<file path="config.mk">
export PLATFORM = sky130hd
export DESIGN_NAME = debug_step_ctrl
export DESIGN_NICKNAME = d
export VERILOG_FILES = /design/src/rtl/debug_step_ctrl.sv
export SDC_FILE = /design/constraint.sdc
export NUM_CORES = 1
export LEC_CHECK = 0
export CORE_ASPECT_RATIO = 2
export CORE_MARGIN = 2
export CORE_UTILIZATION = 45
export DETAILED_ROUTE_END_ITERATION = 8
export DONT_BUFFER_PORTS = 1
export PLACE_DENSITY = 0.69
export SYNTH_ARGS = -nofsm -noshare
export SYNTH_HDL_FRONTEND = slang
export SYNTH_SLANG_ARGS = --single-unit
</file>
<file path="constraint.sdc">
create_clock -name clk -period 2.49 [get_ports clk]
set_input_delay 0.249 -clock clk [delete_from_list [all_inputs] [get_ports clk]]
set_output_delay 0.249 -clock clk [all_outputs]
set_load 0.1 [all_outputs]
</file>
<file path="src/rtl/debug_step_ctrl.sv">
// Run/halt/single-step controller for firmware under debug, with a masked breakpoint and a trace word.
// step_en, bp_hit, steps_left and debug_wireout are registered; cmd_ready and halted are decoded from state.
// cmd_ready drops while STEPPING; halt_req and breakpoints win over any command taken in the same cycle.
module debug_step_ctrl #(
    parameter int COUNT_W = 16
) (
    input  logic               clk,
    input  logic               reset,
    input  logic               cmd_valid,
    input  logic [1:0]         cmd_op,
    input  logic [COUNT_W-1:0] cmd_count,
    output logic               cmd_ready,
    input  logic               halt_req,
    input  logic               bp_enable,
    input  logic [23:0]        bp_value,
    input  logic [23:0]        bp_mask,
    input  logic [23:0]        probe,
    output logic               step_en,
    output logic [31:0]        debug_wireout,
    output logic               halted,
    output logic               bp_hit,
    output logic [COUNT_W-1:0] steps_left
);

    typedef enum logic [1:0] {
        HALTED   = 2'b00,
        RUNNING  = 2'b01,
        STEPPING = 2'b10
    } state_t;

    localparam logic [1:0] OP_HALT = 2'd0;
    localparam logic [1:0] OP_RUN  = 2'd1;
    localparam logic [1:0] OP_STEP = 2'd2;

    state_t             state;
    state_t             state_nxt;
    logic [COUNT_W-1:0] left_nxt;
    logic [5:0]         tag;
    logic               active;
    logic               bp_match;
    logic               cmd_accept;

    assign cmd_ready = (state != STEPPING);
    assign halted    = (state == HALTED);

    always_comb begin
        state_nxt  = state;
        left_nxt   = steps_left;
        active     = (state != HALTED);
        bp_match   = active && bp_enable && (((probe ^ bp_value) & bp_mask) == 24'd0);
        cmd_accept = cmd_valid && cmd_ready;

        if (halt_req || bp_match) begin
            state_nxt = HALTED;
            left_nxt  = '0;
        end else if (state == STEPPING) begin
            // The cycle showing steps_left=1 is the last enabled one.
            if (steps_left <= COUNT_W'(1)) begin
                state_nxt = HALTED;
                left_nxt  = '0;
            end else begin
                left_nxt = steps_left - COUNT_W'(1);
            end
        end else if (cmd_accept) begin
            case (cmd_op)
                OP_HALT: begin
                    state_nxt = HALTED;
                    left_nxt  = '0;
                end
                OP_RUN: state_nxt = RUNNING;
                OP_STEP: begin
                    if (cmd_count != '0) begin
                        state_nxt = STEPPING;
                        left_nxt  = cmd_count;
                    end
                end
                default: ;
            endcase
        end
    end

    always_ff @(posedge clk) begin
        if (reset) begin
            state         <= HALTED;
            steps_left    <= '0;
            step_en       <= 1'b0;
            bp_hit        <= 1'b0;
            tag           <= 6'd0;
            debug_wireout <= 32'd0;
        end else begin
            state         <= state_nxt;
            steps_left    <= left_nxt;
            // Registered from the next state so it tracks the state it reports.
            step_en       <= (state_nxt != HALTED);
            bp_hit        <= bp_match;
            tag           <= tag + {5'd0, step_en};
            debug_wireout <= {state, tag, probe};
        end
    end

endmodule

</file>
Yosys cells after proc, flatten, opt, wreduce, memory -nomap -nowiden:

Index checks and enable logic that the tools add are counted.

* muxes and demuxes: 11
* add/sub/neg operators: 2
* eq/ne operators: 5
* magnitude comparators: 1
* reductions and logical operators: 14
* bitwise logic cells: 2

Operators by type and width (count)
* $mux 16: 4
* $pmux 16 s2: 1
* $and 24x24->24: 1
* $logic_not 24->1: 1
* $xor 24x24->24: 1
* $le 16x1->1 const B: 1
* $reduce_bool 16->1: 1
* $sub 16x1->16 const B: 1
* $mux 2: 5
* $add 6x1->6: 1
* $pmux 2 s3: 1
* $reduce_bool 2->1: 3
* $eq 2x2->1 const B: 2
* $logic_not 2->1: 2
* $logic_and 1x1->1: 3
* $ne 3x3->1 const B: 1
* $reduce_and 3->1: 1
* $reduce_bool 3->1: 1
* $eq 2x1->1 const B: 1
* $ne 2x2->1 const B: 1
* $reduce_or 2->1: 1
* $logic_or 1x1->1: 1

* input port bits: 95
* output and inout bits: 52
* register bits: 58

Logic depth before layout (Yosys ltp):

* depth in word-level cells: 7
* depth in mapped cells: 9
* gate-level depth less buffers: 7

Worst setup path after synthesis:

No wires, ideal clock.

* path kind: register -> register
* start point: reg steps_left[0]
* end point: reg steps_left[3]
* cell stages (with the launch flop): 10
* period minus slack after synthesis: 2706 ps
* library setup time: 86 ps
* arrival: 2620 ps
* path slack: -216 ps
* cells stage by stage: dfxtp_1 > inv_1 > ha_1 > nor2_1 > nor4_1 > clkbuf_1 > buf_2 > a211oi_1 > o21ai_0 > a211oi_1

* word-level cells in the longest chain between the ends: 3
* elaborated cells between the ends (all ways): 4
* classes of those cells: add/sub (1); order compare (1); mux (2)

RTL lines
* from (decl): RTL line 22 `output logic [COUNT_W-1:0] steps_left`
* from (signal assigned): RTL line 92 `steps_left <= left_nxt;`
* $sub 16x1->16 or $le 16x1->1 (tied branches): RTL line 62, 58
* $mux 16 (*): RTL line 58 `if (steps_left <= COUNT_W'(1)) begin`
* $mux 16 (*): RTL line 56 `end else if (state == STEPPING) begin`

Every way passes the cells marked *; elsewhere a longest branch is shown, timed or not.
A chain may end at the register's enable or synchronous reset.

Worst setup path after layout:

* start point: reg steps_left[1]
* end point: reg steps_left[8]

The elaborated chain is that of the path after synthesis.

==> impl_metrics.env <==
export IMPL_layout_min_cycle_time_ns=2.28
export IMPL_p_leak_nw=1.30
export IMPL_hp_start="probe[23]"
export IMPL_rr_worst_depth=7
export IMPL_synth_area_mm2=0.00286
export IMPL_met3_usage_pct=6.26
export IMPL_row_count=41
export IMPL_synthArstFlopShare_pct=0
export IMPL_skew_ns=0.00222
export IMPL_crit_type="flop to flop"
export IMPL_r2r_start="steps_left[1]"
export IMPL_dp_hpwl_um=5720
export IMPL_grt_max_degree=40
export IMPL_firstDrtPassIters=4
export IMPL_clockRootBuffer="clkbuf_16"
export IMPL_multiInputGateArea_mm2=0.00159
export IMPL_cap_violations=0
export IMPL_cts_made_buffers=9
export IMPL_finalPower_w=0.00281
export IMPL_top_usage_layer="met2"
export IMPL_finalSetupViolations=0
export IMPL_end_kind="flop"
export IMPL_yosysWarnings=0
export IMPL_ff2ff_setup_slack_ns=0.21
export IMPL_syn_inst=316
export IMPL_path_cells="inv_1 > ha_2 > or3b_2 > or2_4 > a2111oi_1 > o21ai_0 > a211oi_1"
export IMPL_grt_overflow_total=0
export IMPL_syn_to_final_growth_pct=20.6
export IMPL_grt_usage_pct=21.7
export IMPL_finalSetupTns_ns=0
export IMPL_yosys_area_top_type="dfxtp_1"
export IMPL_finalHoldViolCount=0
export IMPL_r2r_end="steps_left[8]"
export IMPL_yosysUniqueCellTypes=43
export IMPL_drt_initial_drc_count=107
export IMPL_fmax_mhz=439
export IMPL_cts_tree="yes"
export IMPL_totalWireLength_um=7800
export IMPL_n_antenna_cell=0
export IMPL_drc=0
export IMPL_arrival_ns=2.51
export IMPL_regArea_mm2=0.00116
export IMPL_max_stage_delay_ns=0.54
export IMPL_max_slew_margin_pct=35.3
export IMPL_slew_violations=0
export IMPL_clock_sinks=58
export IMPL_crit_start="steps_left[1]"
export IMPL_max_clock_path_buffers=2
export IMPL_viasPerCell=5.90
export IMPL_ys_seq_elements=58
export IMPL_vdd_drop_max_mv=0.473
export IMPL_crit_fanout=6
export IMPL_synthDominantCellAreaShare_pct=40.6
export IMPL_fp_dieW_um=60.4
export IMPL_p_per_area_mw_per_mm2=813
export IMPL_htreeDepth=3
export IMPL_drive_gt1_share_pct=17.7
export IMPL_die_y_um=117
export IMPL_antenna_found_initial=0
export IMPL_startpoint_type="flop"
export IMPL_grt_pass1_vias=2458
export IMPL_crit_path_end="steps_left[8]"
export IMPL_cpMaxStageDelayCell="or3b_2"
export IMPL_grt_use_met1_pct=25.9
export IMPL_io_buffers=0
export IMPL_core_area_mm2=0.00621
export IMPL_tightest_slew_ns=0.969
export IMPL_fp_dieArea_mm2=0.00705
export IMPL_gr_usage_met2_pct=34.8
export IMPL_status="completed"
export IMPL_rsz0062_at_grt="false"
export IMPL_nets=433
export IMPL_grt_first_pass_wirelength_um=11400
export IMPL_synth_seq_area_share_pct=40.6
export IMPL_wl_per_cell_um=18.4
export IMPL_crit_required_ns=2.73
export IMPL_drtAntennaViolNets=0
export IMPL_synth_main_ff_cell="dfxtp_1"
export IMPL_synth_nets=415
export IMPL_fillers=575
export IMPL_min_path_type="primary input to flop"
export IMPL_timing_final_crit_share_pct=91.4
export IMPL_start_util_pct=46.1
export IMPL_synth_edf_count=0
export IMPL_syn_avg_cell_area_um2=9.06
export IMPL_clk_latency_ns=0.32
export IMPL_yosys_top_cells_area="dfxtp_1 (41%), xor2_1 (9.2%), nor2b_1 (7.6%)"
export IMPL_place_congestion=0.874
export IMPL_vias=2509
export IMPL_clk_pin_slew_ns=0.05
export IMPL_io_pins=147
==> worst min path at each step <==
stage                                    to  slack [ns]  cells past startpoint
after floorplan            debug_wireout[0]        0.38                      1
after global placement     debug_wireout[2]        0.32                      1
after detailed placement   debug_wireout[1]        0.33                      1
after CTS                 debug_wireout[12]        0.04                      1
after global routing      debug_wireout[12]        0.04                      1
final                     debug_wireout[23]        0.05                      1
==> flip-flops by register name, indices dropped and copies added (netlist names) <==
name and flops:
steps_left 16, debug_wireout 32, state 2, step_en 1, tag 6, bp_hit 1
==> worst max-delay path: cells and delay by family (launching register included) <==
family / cells / cell delay, ns
AND/OR/NAND/NOR: 2 / 0.84
AO/OA/AOI/OAI: 3 / 0.69
adder cells (fa/ha/maj): 1 / 0.23
flip-flops: 1 / 0.33
buffers and inverters: 1 / 0.09
==> through the flow <==
step | hold slack [ns] | setup slack, ns | util (%) | std cells | cell area (um2)
5_1_grt | 0.0415 | 0.0152 | 55.6 | 425 | 3450
4_1_cts | 0.0416 | 0.154 | 55.6 | 425 | 3450
2_1_floorplan | 0.377 | 0.00311 | - | 316 | 2870
3_3_place_gp | 0.324 | 0.290 | 49.8 | 408 | 3090
3_5_place_dp | 0.328 | 0.166 | 49.8 | 408 | 3090
6_report | 0.0545 | 0.214 | 55.6 | 425 | 3450
==> layout by cell type (no fill, tap or decap), types with 3 or more instances in the layout <==
cell type and n:
o21ai_0 11, o21ai_1 10, inv_1 10, or3_1 4, a21oi_1 6, a22oi_1 10, nor4_1 14, nand2_1 4
and2_1 10, clkbuf_16 9, nor3_1 9, xor2_1 30, a211oi_2 3, nor2_1 16, bufinv_16 3, a221oi_1 9
nand3_1 3, a2111oi_0 4, ha_1 3, a211oi_1 16, dfxtp_1 56, buf_4 26, nor2b_1 35
==> cell type report <==
cell class	count	area share (%)
repair buffers	27	6.23
well taps	86	3.12
multi-input cells	228	46.1
clock buffers	11	6.74
inverters	10	1.09
clock inverters	5	2.97
flip-flops and latches	58	33.7
==> per-layer routing <==
layer  part of all wire [%]  up-vias
met5                      0        -
met4                    2.1        0
met3                    8.9       11
met2                     51      143
met1                     38     1169
li1                       -     1186
==> synth_stat cells, types with 2 or more instances <==
cell / instances
dfxtp_1: 58
nor2b_1: 35
xor2_1: 30
nor2_1: 17
a211oi_1: 16
nor4_1: 16
clkbuf_1: 13
o21ai_0: 11
a22oi_1: 10
and2_1: 10
inv_1: 10
o21ai_1: 10
a221oi_1: 9
nor3_1: 9
a21oi_1: 6
buf_2: 6
a2111oi_0: 5
ha_1: 4
nand2_1: 4
or3_1: 4
a211oi_2: 3
nand3_1: 3
and3_1: 2
nand4_1: 2
or2_2: 2
or4_1: 2
or4_4: 2
xnor2_1: 2
==> power breakdown <==
group / leakage (nW) / switching, W / total [W] / internal (W)
clock network: 0.160 / 0.000401 / 0.00137 / 0.000974
logic: 0.665 / 0.000189 / 0.000299 / 0.000111
registers: 0.476 / 0.000173 / 0.00113 / 0.000959
total: 1.30 / 0.000762 / 0.00281 / 0.00204
==> cells by family (layout without fill, tap and decap cells) <==
family | count (synthesis) | count (layout) | share of synthesized area (%)
compound gates | 80 | 80 | 20.6
xor+xnor | 32 | 32 | 9.79
fa+ha+maj | 4 | 4 | 1.75
buf+inv | 30 | 53 | 4.46
flops | 58 | 58 | 40.6
simple gates | 112 | 112 | 22.9
==> timing repair <==
| action | CTS | global route |
|---|---|---|
| endpoints found under the hold margin | 39 | 0 |
| setup endpoints to repair | 0 | 1 |
| resized for setup | 0 | 2 |
| buffers inserted | 0 | 0 |
| hold buffers | 1 | 0 |
(Power assumes the default switching activity.)
